`src/rtl/mem_byte_access.sv`:
```
// Load/store unit in front of a dual-port data RAM: byte/half/word accesses become
// serialised word reads and writes, with read-modify-write for sub-word stores.
module mem_byte_access #(
  parameter int DW = 32,
  parameter int AW = 12
) (
  input  logic          clk,
  input  logic          rst,
  input  logic          req_i,
  input  logic          we_i,
  input  logic [1:0]    size_i,
  input  logic          unsigned_i,
  input  logic [AW+1:0] addr_i,
  input  logic [DW-1:0] wdata_i,
  output logic          ready_o,
  output logic          rvalid_o,
  output logic [DW-1:0] rdata_o,
  output logic          wdone_o,
  output logic          err_o,
  output logic          ram_ren_o,
  output logic [AW-1:0] ram_raddr_o,
  input  logic [DW-1:0] ram_rdata_i,
  output logic          ram_wen_o,
  output logic [AW-1:0] ram_waddr_o,
  output logic [DW-1:0] ram_wdata_o
);

  localparam logic [2:0] S_IDLE    = 3'd0;
  localparam logic [2:0] S_RD      = 3'd1;
  localparam logic [2:0] S_LD_RESP = 3'd2;
  localparam logic [2:0] S_WR      = 3'd3;
  localparam logic [2:0] S_MERGE   = 3'd4;

  logic [2:0]    r_state;
  logic          r_we;
  logic [1:0]    r_size;
  logic          r_uns;
  logic [AW+1:0] r_addr;
  logic [DW-1:0] r_wdata;
  logic [DW-1:0] r_rdata;
  logic          r_rvalid;
  logic          r_wdone;
  logic          r_err;

  logic          w_accept;
  logic          w_bad;
  logic [3:0]    w_be;
  logic [DW-1:0] w_wrep;
  logic [DW-1:0] w_merged;
  logic [7:0]    w_byte;
  logic [15:0]   w_half;
  logic [DW-1:0] w_ld_ext;

  assign w_accept = req_i && (r_state == S_IDLE);
  assign w_bad    = (size_i == 2'b11) ||
                    (size_i == 2'b01 && addr_i[0]) ||
                    (size_i == 2'b10 && addr_i[1:0] != 2'b00);

  // Lane enables and store data replicated across every lane it could land in
  always_comb begin
    w_be   = 4'hF;
    w_wrep = r_wdata;
    case (r_size)
      2'b00: begin
        w_be   = 4'b0001 << r_addr[1:0];
        w_wrep = {4{r_wdata[7:0]}};
      end
      2'b01: begin
        w_be   = r_addr[1] ? 4'b1100 : 4'b0011;
        w_wrep = {2{r_wdata[15:0]}};
      end
      default: begin
        w_be   = 4'hF;
        w_wrep = r_wdata;
      end
    endcase
  end

  generate
    for (genvar gi = 0; gi < 4; gi++) begin : g_lane
      assign w_merged[8*gi +: 8] = w_be[gi] ? w_wrep[8*gi +: 8] : ram_rdata_i[8*gi +: 8];
    end
  endgenerate

  assign w_byte = ram_rdata_i[{r_addr[1:0], 3'b000} +: 8];
  assign w_half = r_addr[1] ? ram_rdata_i[31:16] : ram_rdata_i[15:0];

  always_comb begin
    case (r_size)
      2'b00:   w_ld_ext = {{24{~r_uns & w_byte[7]}}, w_byte};
      2'b01:   w_ld_ext = {{16{~r_uns & w_half[15]}}, w_half};
      default: w_ld_ext = ram_rdata_i;
    endcase
  end

  always_ff @(posedge clk or negedge rst) begin
    if (!rst) begin
      r_state  <= S_IDLE;
      r_we     <= 1'b0;
      r_size   <= 2'b00;
      r_uns    <= 1'b0;
      r_addr   <= '0;
      r_wdata  <= '0;
      r_rdata  <= '0;
      r_rvalid <= 1'b0;
      r_wdone  <= 1'b0;
      r_err    <= 1'b0;
    end else begin
      r_rvalid <= 1'b0;
      r_wdone  <= 1'b0;
      r_err    <= 1'b0;
      case (r_state)
        S_IDLE: begin
          if (w_accept) begin
            r_we    <= we_i;
            r_size  <= size_i;
            r_uns   <= unsigned_i;
            r_addr  <= addr_i;
            r_wdata <= wdata_i;
            if (w_bad)
              r_err <= 1'b1;
            else if (we_i && size_i == 2'b10)
              r_state <= S_WR;
            else
              r_state <= S_RD;
          end
        end
        S_RD:      r_state <= r_we ? S_MERGE : S_LD_RESP;
        S_LD_RESP: begin
          r_rdata  <= w_ld_ext;
          r_rvalid <= 1'b1;
          r_state  <= S_IDLE;
        end
        S_WR, S_MERGE: begin
          r_wdone <= 1'b1;
          r_state <= S_IDLE;
        end
        default: r_state <= S_IDLE;
      endcase
    end
  end

  assign ready_o     = rst && (r_state == S_IDLE);
  assign rvalid_o    = r_rvalid;
  assign rdata_o     = r_rdata;
  assign wdone_o     = r_wdone;
  assign err_o       = r_err;
  assign ram_ren_o   = (r_state == S_RD);
  assign ram_raddr_o = r_addr[AW+1:2];
  assign ram_wen_o   = (r_state == S_WR) || (r_state == S_MERGE);
  assign ram_waddr_o = r_addr[AW+1:2];
  assign ram_wdata_o = (r_state == S_WR)    ? r_wdata  :
                       (r_state == S_MERGE) ? w_merged : '0;

endmodule

```
`config.mk`:
```
export PLATFORM = sky130hd
export DESIGN_NAME = mem_byte_access
export DESIGN_NICKNAME = d
export VERILOG_FILES = /design/src/rtl/mem_byte_access.sv
export SDC_FILE = /design/constraint.sdc
export NUM_CORES = 1
export LEC_CHECK = 0
export BUFFER_PORTS_ARGS = -buffer_cell sky130_fd_sc_hd__buf_2
export CAP_MARGIN = 20
export CORE_MARGIN = 8
export CORE_UTILIZATION = 35
export DETAILED_ROUTE_END_ITERATION = 16
export SETUP_SLACK_MARGIN = 0.2
export SLEW_MARGIN = 25
export SYNTH_ARGS = -nofsm -noshare
export SYNTH_HDL_FRONTEND = slang
export SYNTH_SLANG_ARGS = --single-unit
```
`constraint.sdc`:
```
create_clock -name clk -period 1.5 [get_ports clk]
set_input_delay 0.225 -clock clk [delete_from_list [all_inputs] [get_ports clk]]
set_output_delay 0.225 -clock clk [all_outputs]
set_load 0.02 [all_outputs]
```
* Word-level counts from Yosys, hierarchy flattened *
Index checks and enable logic that the tools add are counted.

word-level totals
  bits in registers = 88
  logic and storage cells = 60
  bits of input ports = 85

operators by class
  shift-type cells = 2
  bitwise operators = 3
  equality and inequality tests = 10
  reductions and logical operators = 14
  multiplexer cells = 21

operator list
  kind                                                  count
  case mux 32 bit (2 select lines)                      2
  2-to-1 mux 32 bit                                     2
  2-to-1 mux 8 bit                                      4
  variable part select 32 x 6 -> 8 bit                  1
  2-to-1 mux 16 bit                                     1
  2-to-1 mux 3 bit                                      3
  case mux 4 bit (2 select lines)                       1
  equality test 3 x 2 -> 1 bit (second input constant)  2
  case mux 3 bit (2 select lines)                       1
  logical AND 1 bit                                     5
  2-to-1 mux 1 bit                                      5
  equality test 2 x 1 -> 1 bit (second input constant)  2
  equality test 2 bit (second input constant)           2
  2-to-1 mux 4 bit                                      1
  inequality test 2 bit (second input constant)         2
  AND reduction 2 bit                                   2
  << shifter 1 x 2 -> 4 bit (first input constant)      1
  equality test 3 x 1 -> 1 bit (second input constant)  1
  equality test 3 bit (second input constant)           1
  zero test 3 bit                                       1
  logical OR 1 bit                                      3
  bitwise AND 1 bit                                     2
  zero test 2 bit                                       1
  2-to-1 mux 2 bit                                      1
  3 further kinds                                       3

* Logic depth before layout (Yosys ltp) *
Gate-level depths: netlist of the first run.

  depth in word-level cells = 7
  mapped depth = 7

* Worst setup path before layout of the first run *
OpenSTA, ideal clock, no wires.

  kind = register to output
  from = register r_size[0]
  to = output ram_wdata_o[16]
  path buffers = 2
  cell stages (with the launch flop) = 7
  arrival time = 1.669 ns
  required time = 1.275 ns
  setup slack = -0.394 ns
  cell sequence = dfrtp_1 > buf_6 > nand2b_1 > buf_2 > a21oi_4 > mux2i_1 > o21ai_0

on the way
  word-level cells in the longest chain between the ends = 5
  elaborated cells between the ends (all ways) = 7
  those cells by class = 1 x eq/ne; 5 x mux; 1 x reduce/logical

RTL lines
  element                                                                              RTL line  RTL
  start: declaration                                                                   36        logic [1:0] r_size;
  start signal: assignment                                                             116       r_size <= size_i;
  equality test 2 x 1 -> 1 bit or zero test 2 bit (tied branches)                      63        case (r_size)
  case mux 32 bit (2 select lines) or case mux 4 bit (2 select lines) (tied branches)  63
  2-to-1 mux 8 bit *                                                                   81        assign w_merged[8*gi +: 8] = w_be[gi] ? w_wrep[8*gi +: 8] : ram_rdata_i[8*gi +: 8];
  2-to-1 mux 32 bit *                                                                  153       (r_state == S_MERGE) ? w_merged : '0;
  2-to-1 mux 32 bit *                                                                  152       assign ram_wdata_o = (r_state == S_WR) ? r_wdata :
  end: declaration                                                                     25        output logic [DW-1:0] ram_wdata_o

Every way passes the cells marked *; elsewhere a longest branch is shown, timed or not.

* Worst setup path after layout of the first run *
  from = register r_size[0]
  to = output ram_wdata_o[28]

The elaborated chain is that of the path after synthesis.

==> summary.md, run 1 <==
| Metric | Value |
|---|---|
| Status | `finished with violations` |
| Failing checks | `negative hold slack, negative setup slack` |
| Fin. Hold Viols | `40` |
| Post-Route Utilization | `0.621` |
| Total clock sinks | `88` |
| CP Launch Point | `r_size[0]` |
| CP max FO | `7` |
| Worst R2R Setup Slack | `-0.39 ns` |
| Root Buffer Master | `clkbuf_16` |
| Final non-filler cell total | `a little over 1000` |
| Syn nets | `662` |
| Worst path arrival time | `1.93 ns` |
| Total power | `between 10000 and 15000 µW` |
| I/O pin cnt | `179` |
| Sequential area share after synthesis | `0.446` |
| Max clock buf depth | `2` |
| Max Cap Violations | `0` |
| Total routed wirelength | `roughly 22000 µm` |
| Startpoint types | `register` |
| TritonCTS clock tree | `done` |
| R2r worst-path depth | `12` |
| Min Tclk post-route | `about 2.2 ns` |
| Synth Register Bits | `88` |
| Seq pwr share | `0.299` |
| Worst R2R End | `r_addr[0]` |
| Commonest non-fill, non-tap cell in the layout | `buf_2` |
| Pin count of the biggest net entering global routing | `89` |
| Slew @ Worst Pin | `0.503 ns` |
| Initial Util | `0.357` |
| Clock power frac | `0.196` |
| Clk slew on worst S/H paths | `0.07 ns` |
| Top cell type by total area after synthesis | `dfrtp_1` |
| Count of buffers from port buffering | `around 180` |
| Core footprint | `0.0138 mm²` |
| Die ar. | `0.0182 mm²` |
| Static Leak | `0.00426 µW` |
| WHS | `-0.0365 ns` |
| Proportion of layout cells with a drive suffix above 1 | `0.627` |
| Skew final | `0.00740 ns` |
| Ant. Diodes | `0` |
| H-tree depth | `3` |
| Fin nets | `908` |
| Post-synth top flop | `dfrtp_1` |
| Yosys top cell area share | `0.446` |
| WL per Instance | `21.4 µm` |
| DP HPWL | `14600 µm` |
| Mapped Cells | `577` |
| Final antenna-violating net count | `0` |
| EDFF count, synth | `0` |
| First-pass GRT wire length | `32600 µm` |
| Max_slew headroom | `0.665` |
| Global Route Usage Sum | `0.232` |
| Vias in the first global route | `5756` |
| Met3 usage | `0.0609` |
| Switching Fraction | `0.408` |
| Final WS setup | `-0.658 ns` |
| Syn Area/Cell | `8.57 µm²` |
| # DRC | `0` |
| # setup viols final | `116` |
| # rows | `43` |
| DR vias/cell | `5.47` |
| Fmax | `463 MHz` |
| Pwr/cell area | `1460 mW/mm²` |
| RSZ-0062 raised after global routing | `true` |
| Async S/R FF share, synth | `1.00` |
| Int Pwr | `7440 µW` |
| Global Route met1 Usage | `0.287` |
| Met2 GRT Util | `0.359` |
| Die X | `between 100 and 150 µm` |
| Placer Congestion | `0.922` |
| Logic pwr share | `0.505` |
| Slew Viols, Final | `0` |
| First drt pass iteration count | `5` |
| Switching pwr | `5130 µW` |
| Ranking of synthesized cells by area | `dfrtp_1 45%, nand2_1 14%, buf_4 3.9%` |
| Crit path kind | `register to output pin` |
| DR iter-0 viols | `413` |
| GRT overflow | `0` |
| R2r startpoint | `r_state[2]` |
| Mapped cell area | `0.00494 mm²` |
| Clock Latency Late Sink | `around 0.35 ns` |
| Initial antenna violation count | `0` |
| Area delta synth->final | `73.7%` |
| Gr busiest metal | `met2` |
| Maximum vdd ir drop | `0.765 mV` |
| CP required | `1.27 ns` |
| Most frequent cells in the layout | `148 x buf_2, 110 x nand2_1, 84 x dfrtp_1, 71 x buf_4` |
| Inst Count DP | `945` |
| Critical Path Sink Type | `output pin` |
| Total number of vias | `5513` |
| Worst hold path type | `input pin to asynchronous set/reset pin` |
| CTS Buf Count | `9` |
| Setup TNS | `-42.38 ns` |
| Die height | `135 µm` |
| Synth unique cells | `47` |
| Tcrit/Tclk final | `1.44` |
| Ys Warns | `0` |
[worst max-delay path, stage by stage, from the launching register on]
cell     delay [ns]
dfrtp_1        0.38
buf_4          0.18
mux2_2         0.37
nand2_1        0.14
a21oi_2        0.07
a221o_1        0.30
buf_6          0.14
[cell type report]
cell class | count | area, µm²
multi-input combinational | 422 | 3320
timing repair buffer | 296 | 2480
tap | 180 | 225
fill | 1138 | 5240
clock inverter | 7 | 96.3
clock buffer | 9 | 225
inverter | 6 | 37.5
sequential | 88 | 2210
[cells in the mapped netlist (4+ instances only)]
cell and count:
buf_2 22, a21oi_1 38, dfrtp_1 88, mux2i_1 17, a22o_1 15, o21ai_0 17, o22a_1 6, and2_1 10
a221o_1 14, nor2_1 23, clkbuf_1 10, nand3_1 32, buf_4 26, a22oi_1 15, mux2_2 15, inv_1 4
nor3_1 6, nand2_1 184
[state kept, by name, summed over array words and instances (netlist names)]
register  flops
rvalid_o      1
rdata_o      32
err_o         1
wdone_o       1
r_uns         1
r_addr       14
r_size        2
r_we          1
r_wdata      32
r_state       3
[routing by layer]
metal,wire [µm],up-vias
li1,-,2473
met1,8520,2682
met2,10100,291
met3,2100,67
met4,921,0
met5,0,-
[logic make-up after synthesis]
group                  Yosys count  share of synthesized area
AOI/OAI and AO/OA              117                      0.166
buffers and inverters           67                     0.0780
DFF                             88                      0.446
muxes                           33                     0.0732
and+or+nand+nor                272                      0.238
[per-stage QoR]
step / hold slack, ns / instance area [µm²] / worst slack, ns
CTS: 0.00580 / 7770 / -0.640
detailed placement: 0.373 / 6470 / -0.336
floorplan: -0.0706 / 5130 / -0.140
finish: -0.0365 / 8590 / -0.658
global placement: 0.363 / 6470 / -0.341
global route: 0.0207 / 8590 / -0.737
[power groups by stage]
stage / Clock [µW] / Sequential (µW) / Combinational [µW]
after floorplan: 0 / 4060 / 2500
after global placement: 0 / 3640 / 4590
after detailed placement: 0 / 3680 / 4670
after CTS: 2510 / 3650 / 5550
after global routing: 2620 / 3850 / 6760
final: 2470 / 3750 / 6350
[how the worst max path moves through the flow]
stage	endpoint	slack [ns]	depth (start not counted)
floorplan	ram_wdata_o[24]	-0.14	3
global placement	ram_wdata_o[14]	-0.34	5
detailed placement	ram_wdata_o[14]	-0.34	5
CTS	ram_wdata_o[24]	-0.64	6
global route	ram_wdata_o[24]	-0.74	6
finish	ram_wdata_o[28]	-0.66	6
[timing repair]
item                       in CTS  in global routing
cloned                         11                  2
hold endpoints to repair        0                  0
gates resized for setup       146                175
hold buffers                    0                  0
setup endpoints to repair     120                121
pin swaps                      12                112
buffers inserted               23                 11
(Power assumes the default switching activity.)
==> run 2, diff against run 1 <==
--- a/config.mk
+++ b/config.mk
@@ -5,11 +5,11 @@
 export SDC_FILE = /design/constraint.sdc
 export NUM_CORES = 1
 export LEC_CHECK = 0
-export BUFFER_PORTS_ARGS = -buffer_cell sky130_fd_sc_hd__buf_2
 export CAP_MARGIN = 20
 export CORE_MARGIN = 8
 export CORE_UTILIZATION = 35
 export DETAILED_ROUTE_END_ITERATION = 16
+export DONT_BUFFER_PORTS = 1
 export SETUP_SLACK_MARGIN = 0.2
 export SLEW_MARGIN = 25
 export SYNTH_ARGS = -nofsm -noshare
==> run 2 against run 1 <==
The flow still finishes with violations (negative hold slack, negative setup slack). Power down 8.6%. Final cell count down 15%. Final area down 12%. Routed wire length is 3.2% lower. Core utilization fell by 7.7 points. Highest routed layer is now met5. Worst hold slack got worse by 0.39 ns. Critical endpoint is now ram_wdata_o[24]. Sequential cell count did not move.
==> summary.md, run 2 (synthesis gave the netlist of run 1 again) <==
| Metric | Value |
|---|---|
| Worst R2R End | `r_addr[4] (was r_addr[0])` |
| Slew @ Worst Pin | `0.492 ns (was 0.503 ns)` |
| Count of buffers from port buffering | `0 (was 178)` |
| Status | `finished with violations (unchanged)` |
| Proportion of layout cells with a drive suffix above 1 | `0.419 (was 0.627)` |
| WL per Instance | `24.4 µm (was 21.4 µm)` |
| Pin count of the biggest net entering global routing | `90 (was 89)` |
| Static Leak | `0.00348 µW (was 0.00426 µW)` |
| H-tree depth | `3 (unchanged)` |
| Failing checks | `negative hold slack, negative setup slack (unchanged)` |
| Fin area | `0.00752 mm² (was 0.00859 mm²)` |
| DR vias/cell | `5.65 (was 5.47)` |
| First-pass GRT wire length | `29200 µm (was 32600 µm)` |
| Crit path kind | `register to output pin (unchanged)` |
| Root Buffer Master | `clkbuf_16 (unchanged)` |
| Layout filler cell count | `1190 (was 1138)` |
| CP max FO | `5 (was 7)` |
| R2r startpoint | `r_state[0] (was r_state[2])` |
| Worst hold path type | `input pin to asynchronous set/reset pin (unchanged)` |
| TritonCTS clock tree | `done (unchanged)` |
| # setup viols final | `119 (was 116)` |
| Startpoint types | `register (unchanged)` |
| R2r worst-path depth | `10 (was 12)` |
| Area delta synth->final | `52.1% (was 73.7%)` |
| Die height | `135 µm (unchanged)` |
| WHS | `-0.431 ns (was -0.0365 ns)` |
| DP HPWL | `14000 µm (was 14600 µm)` |
| Vias in the first global route | `4808 (was 5756)` |
| RSZ-0062 raised after global routing | `true (unchanged)` |
| CTS Buf Count | `9 (unchanged)` |
| I/O pin cnt | `179 (unchanged)` |
| Pwr/cell area | `1530 mW/mm² (was 1460 mW/mm²)` |
| Skew final | `0.00870 ns (was 0.00740 ns)` |
| Fin nets | `759 (was 908)` |
| Die X | `135 µm (unchanged)` |
| Fmax | `473 MHz (was 463 MHz)` |
| Clk slew on worst S/H paths | `0.07 ns (about the same)` |
| Worst path arrival time | `1.89 ns (was 1.93 ns)` |
| Fin. Hold Viols | `88 (was 40)` |
| Placer Congestion | `0.906 (was 0.922)` |
| Max clock buf depth | `2 (unchanged)` |
| Final WS setup | `-0.612 ns (was -0.658 ns)` |
| Total routed wirelength | `20900 µm (was 21600 µm)` |
| Max stage delay on crit path | `0.49 ns (was 0.38 ns)` |
| Initial antenna violation count | `3 (was 0)` |
| # DRC | `0 (unchanged)` |
| Worst R2R Setup Slack | `-0.28 ns (was -0.39 ns)` |
| Crit-path slowest cell | `or3b_4 (was dfrtp_1)` |
| Total clock sinks | `88 (unchanged)` |
| Clock Latency Late Sink | `0.34 ns (was 0.35 ns)` |
| Global Route Usage Sum | `0.214 (was 0.232)` |
| Cell Chain, Critical Path | `or3b_4 -> nor3_4 -> buf_4 -> a221o_1 -> buf_6 (was buf_4 -> mux2_2 -> nand2_1 -> a21oi_2 -> a221o_1 -> buf_6)` |
| Die ar. | `0.0182 mm² (unchanged)` |
| Commonest non-fill, non-tap cell in the layout | `nand2_1 (was buf_2)` |
| Maximum vdd ir drop | `0.674 mV (was 0.765 mV)` |
| Tcrit/Tclk final | `1.41 (was 1.44)` |
| Cell family with most CP delay | `simple AND/OR/NAND/NOR gates (was flip-flops)` |
| First drt pass iteration count | `5 (unchanged)` |
| Core footprint | `0.0138 mm² (unchanged)` |
| Max_slew headroom | `0.669 (was 0.665)` |
| # rows | `43 (unchanged)` |
| Slew Viols, Final | `0 (unchanged)` |
| Critical Path Sink Type | `output pin (unchanged)` |
| Max Cap Violations | `0 (unchanged)` |
| CP required | `1.27 ns (about the same)` |
| Cell Area, Placed | `0.00560 mm² (was 0.00647 mm²)` |
| Min Tclk post-route | `2.11 ns (was 2.16 ns)` |
| Most frequent cells in the layout | `115 x nand2_1, 83 x dfrtp_1, 55 x buf_4, 48 x nand2_2, 42 x dlygate4sd3_1 (was 148 x buf_2, 110 x nand2_1, 84 x dfrtp_1, 71 x buf_4)` |
| Pre-CTS WS | `-0.257 ns (was -0.336 ns)` |
| GRT overflow | `0 (unchanged)` |
| Initial Util | `0.357 (unchanged)` |
| Buf/Inv on CP | `2 (unchanged)` |
| Total number of vias | `4855 (was 5513)` |
| DR iter-0 viols | `315 (was 413)` |
| Final antenna-violating net count | `0 (unchanged)` |
run 2: cell count changes in the layout (fill, tap and decap cells not counted), sizes merged:
cell         change
bufinv           +1
dlygate4sd3     +42
diode            +2
buf            -191
clkinv           -3
clkinvlp         -3
inv              +1
clkbuf           +2
run 2: per-layer routing:
| metal | global-route usage | part of all wire | up-vias |
|---|---|---|---|
| met5 | 0 | 0.0013 | - |
| li1 | - | - | 2166 |
| met1 | 0.244 | 0.37 | 2395 |
| met2 | 0.347 | 0.49 | 236 |
| met4 | 0.0942 | 0.036 | 4 |
| met3 | 0.0847 | 0.10 | 54 |
run 2: timing repair:
item / 4_1_cts / 5_1_grt
hold buffers: 40 / 2
buffers inserted: 5 / 11
setup endpoints to repair: 121 / 121
cloned: 6 / 4
resized for setup: 61 / 145
pin swaps: 26 / 85
endpoints found under the hold margin: 128 / 90
run 2: stage by stage:
stage / power (µW) / util / TNS (ns) / std cells / hold slack, ns
after detailed placement: 7530 / 0.405 / -13.96 / 775 / -0.0679
final: 11500 / 0.544 / -34.07 / 859 / -0.431
after global routing: 12100 / 0.543 / -39.11 / 858 / -0.452
after global placement: 7420 / 0.405 / -11.31 / 775 / -0.0675
after CTS: 10800 / 0.494 / -28.70 / 840 / -0.441
after floorplan: 6560 / - / -3.64 / 577 / -0.0706
run 2: how the worst max path moves through the flow:
stage               depth (start not counted)  startpoint               to  slack (ns)
detailed placement                          4   r_addr[0]   ram_wdata_o[6]       -0.26
floorplan                                   3  r_state[0]  ram_wdata_o[24]       -0.14
finish                                      5  r_state[1]  ram_wdata_o[24]       -0.61
global placement                            4   r_addr[0]   ram_wdata_o[5]       -0.23
global route                                5  r_state[1]  ram_wdata_o[24]       -0.66
CTS                                         5  r_state[1]  ram_wdata_o[24]       -0.58
run 2: cell type report:
type / count / area [µm²] / share of cell area
Multi-Input combinational cell: 422 / 3090 / 0.411
Sequential cell: 88 / 2210 / 0.294
Timing Repair Buffer: 147 / 1620 / 0.215
Clock buffer: 11 / 253 / 0.0336
Tap cell: 180 / 225 / 0.0300
Clock inverter: 3 / 90.1 / 0.0120
Inverter: 6 / 27.5 / 0.00366
Antenna cell: 2 / 5.00 / 0.000666
run 2: power by group:
part / total (µW) / internal, µW / switching [µW]
combinational: 4210 / 2120 / 2090
sequential: 4600 / 3100 / 1500
clock: 2680 / 1700 / 972
==> run 3, diff against run 2 <==
--- a/config.mk
+++ b/config.mk
@@ -10,6 +10,7 @@
 export CORE_UTILIZATION = 35
 export DETAILED_ROUTE_END_ITERATION = 16
 export DONT_BUFFER_PORTS = 1
+export HOLD_SLACK_MARGIN = 0.08
 export SETUP_SLACK_MARGIN = 0.2
 export SLEW_MARGIN = 25
 export SYNTH_ARGS = -nofsm -noshare
==> run 3 against run 2 <==
The flow still finishes with violations (negative hold slack, negative setup slack). Routed wire length decreased by 1.0%. Count of clock-buffer cells in the layout unchanged. Via count increased by 0.56%. Final area decreased by 0.98%. Core utilization decreased by 0.53 points. Power decreased by 2.4%. Clock power about the same. Sequential power decreased by 1%. Final cell count increased by 2.3%. Critical endpoint unchanged. Largest cell class unchanged.
==> summary.md, run 3 (synthesis gave the netlist of run 1 again) <==
| Metric | Value |
|---|---|
| Crit-path slowest cell | `or3b_4 (unchanged)` |
| Core footprint | `0.0138 mm² (unchanged)` |
| Proportion of layout cells with a drive suffix above 1 | `0.330 (was 0.419)` |
| Static Leak | `0.00343 µW (was 0.00348 µW)` |
| TritonCTS clock tree | `done (unchanged)` |
| Fin nets | `778 (was 759)` |
| Total number of vias | `4882 (was 4855)` |
| Fmax | `476 MHz (was 473 MHz)` |
| WHS | `-0.433 ns (was -0.431 ns)` |
| Placer Congestion | `0.906 (unchanged)` |
| WL per Instance | `23.6 µm (was 24.4 µm)` |
| Global Route Usage Sum | `0.219 (was 0.214)` |
| Most frequent cells in the layout | `157 x nand2_1, 83 x dfrtp_1, 69 x dlygate4sd3_1, 55 x buf_4, 32 x nand3_1 (was 115 x nand2_1, 83 x dfrtp_1, 55 x buf_4, 48 x nand2_2, 42 x dlygate4sd3_1)` |
| Count of buffers from port buffering | `0 (unchanged)` |
| Worst hold path type | `input pin to asynchronous set/reset pin (unchanged)` |
| Slew Viols, Final | `0 (unchanged)` |
| Die ar. | `0.0182 mm² (unchanged)` |
| Clk slew on worst S/H paths | `0.07 ns (about the same)` |
| Inst Count DP | `775 (unchanged)` |
| Die height | `135 µm (unchanged)` |
| Skew final | `0.00604 ns (was 0.00870 ns)` |
| Status | `finished with violations (unchanged)` |
| Max stage delay on crit path | `0.48 ns (was 0.49 ns)` |
| R2r startpoint | `r_state[1] (was r_state[0])` |
| DP HPWL | `14000 µm (unchanged)` |
| Max Cap Violations | `0 (unchanged)` |
| CTS Buf Count | `9 (unchanged)` |
| Root Buffer Master | `clkbuf_16 (unchanged)` |
| Tcrit/Tclk final | `1.40 (was 1.41)` |
| Final WS setup | `-0.599 ns (was -0.612 ns)` |
| CP Launch Point | `r_state[1] (unchanged)` |
| Vias in the first global route | `4951 (was 4808)` |
| Fin area | `0.00744 mm² (was 0.00752 mm²)` |
| Total routed wirelength | `20700 µm (was 20900 µm)` |
| Initial Util | `0.357 (unchanged)` |
| H-tree depth | `3 (unchanged)` |
| Crit path kind | `register to output pin (unchanged)` |
| Total clock sinks | `88 (unchanged)` |
| Startpoint types | `register (unchanged)` |
| Maximum vdd ir drop | `0.598 mV (was 0.674 mV)` |
| Fin. Hold Viols | `88 (unchanged)` |
| Worst path arrival time | `1.87 ns (was 1.89 ns)` |
| Die X | `135 µm (unchanged)` |
| # setup viols final | `117 (was 119)` |
| First-pass GRT wire length | `29900 µm (was 29200 µm)` |
| Pwr/cell area | `1510 mW/mm² (was 1530 mW/mm²)` |
| Max_slew headroom | `0.669 (about the same)` |
| I/O pin cnt | `179 (unchanged)` |
| Initial antenna violation count | `4 (was 3)` |
| Slew @ Worst Pin | `0.492 ns (about the same)` |
| # rows | `43 (unchanged)` |
| Commonest non-fill, non-tap cell in the layout | `nand2_1 (unchanged)` |
| DR vias/cell | `5.55 (was 5.65)` |
| Cell Area, Placed | `0.00560 mm² (unchanged)` |
| Cell Chain, Critical Path | `or3b_4 -> nor3_4 -> buf_4 -> a221o_1 -> buf_6 (unchanged)` |
| CP required | `1.27 ns (about the same)` |
| GRT overflow | `0 (unchanged)` |
| # DRC | `0 (unchanged)` |
| First drt pass iteration count | `5 (unchanged)` |
| Pin count of the biggest net entering global routing | `90 (unchanged)` |
| Clock Latency Late Sink | `0.34 ns (about the same)` |
| DR iter-0 viols | `372 (was 315)` |
| Area delta synth->final | `50.6% (was 52.1%)` |
| Post-Route Utilization | `0.538 (was 0.544)` |
| CP max FO | `5 (unchanged)` |
| RSZ-0062 raised after global routing | `true (unchanged)` |
| Failing checks | `negative hold slack, negative setup slack (unchanged)` |
| Max clock buf depth | `2 (unchanged)` |
| Final non-filler cell total | `879 (was 859)` |
| Final antenna-violating net count | `0 (unchanged)` |
| Setup TNS | `-24.98 ns (was -34.07 ns)` |
| Critical Path Sink Type | `output pin (unchanged)` |
| Min Tclk post-route | `2.10 ns (was 2.11 ns)` |
run 3: changes by cell type in the layout (fill, tap and decap cells not counted), sizes merged:
cell and delta:
clkbuf -1, nand2 +1, dlygate4sd3 +27, buf -8
diode +1
run 3: final timing paths:
path,slack [ns],depth (start not counted),to
max reg2reg,-0.21,5,rdata_o[12]
max in group asynchronous,1.76,0,r_state[0]
max,-0.60,5,ram_wdata_o[24]
min in group clk,0.08,2,err_o
min reg2reg,0.51,2,r_wdata[21]
min,-0.43,0,wdone_o
run 3: stage by stage:
step	hold slack, ns	power, µW	setup slack (ns)
CTS	-0.441	10800	-0.576
detailed placement	-0.0679	7530	-0.257
finish	-0.433	11200	-0.599
global placement	-0.0675	7420	-0.228
global route	-0.451	11800	-0.653
floorplan	-0.0706	6560	-0.140
run 3: layer usage:
metal | part of all wire | global-route usage
met4 | 0.033 | 0.0979
met1 | 0.38 | 0.250
met3 | 0.11 | 0.0828
met2 | 0.47 | 0.356
met5 | 0.00063 | 0
run 3: layout make-up:
class | instances | area, µm²
repair buffers | 165 | 1740
inverters | 6 | 27.5
fillers | 1226 | 6380
flip-flops and latches | 88 | 2210
well taps | 180 | 225
clock buffers | 11 | 253
diodes | 3 | 7.51
multi-input cells | 423 | 2890
clock inverters | 3 | 90.1
run 3: repair_timing:
action,CTS,global route
setup buffers,5,3
gates cloned,6,4
resized for setup,61,73
pin swaps,26,7
setup endpoints to repair,121,121
endpoints found under the hold margin,156,89
hold buffers,68,1
run 3: where the power goes:
part	total, µW	internal (µW)	switching (µW)
clock	2680	1700	977
sequential	4550	3100	1450
combinational	3980	2010	1970
run 3: worst max-delay path: cells and delay by family (launching register included):
kind                   cells  cell delay (ns)
flip-flops                 1             0.42
AO/OA/AOI/OAI              1             0.17
buffers and inverters      2             0.29
AND/OR/NAND/NOR            2             0.65
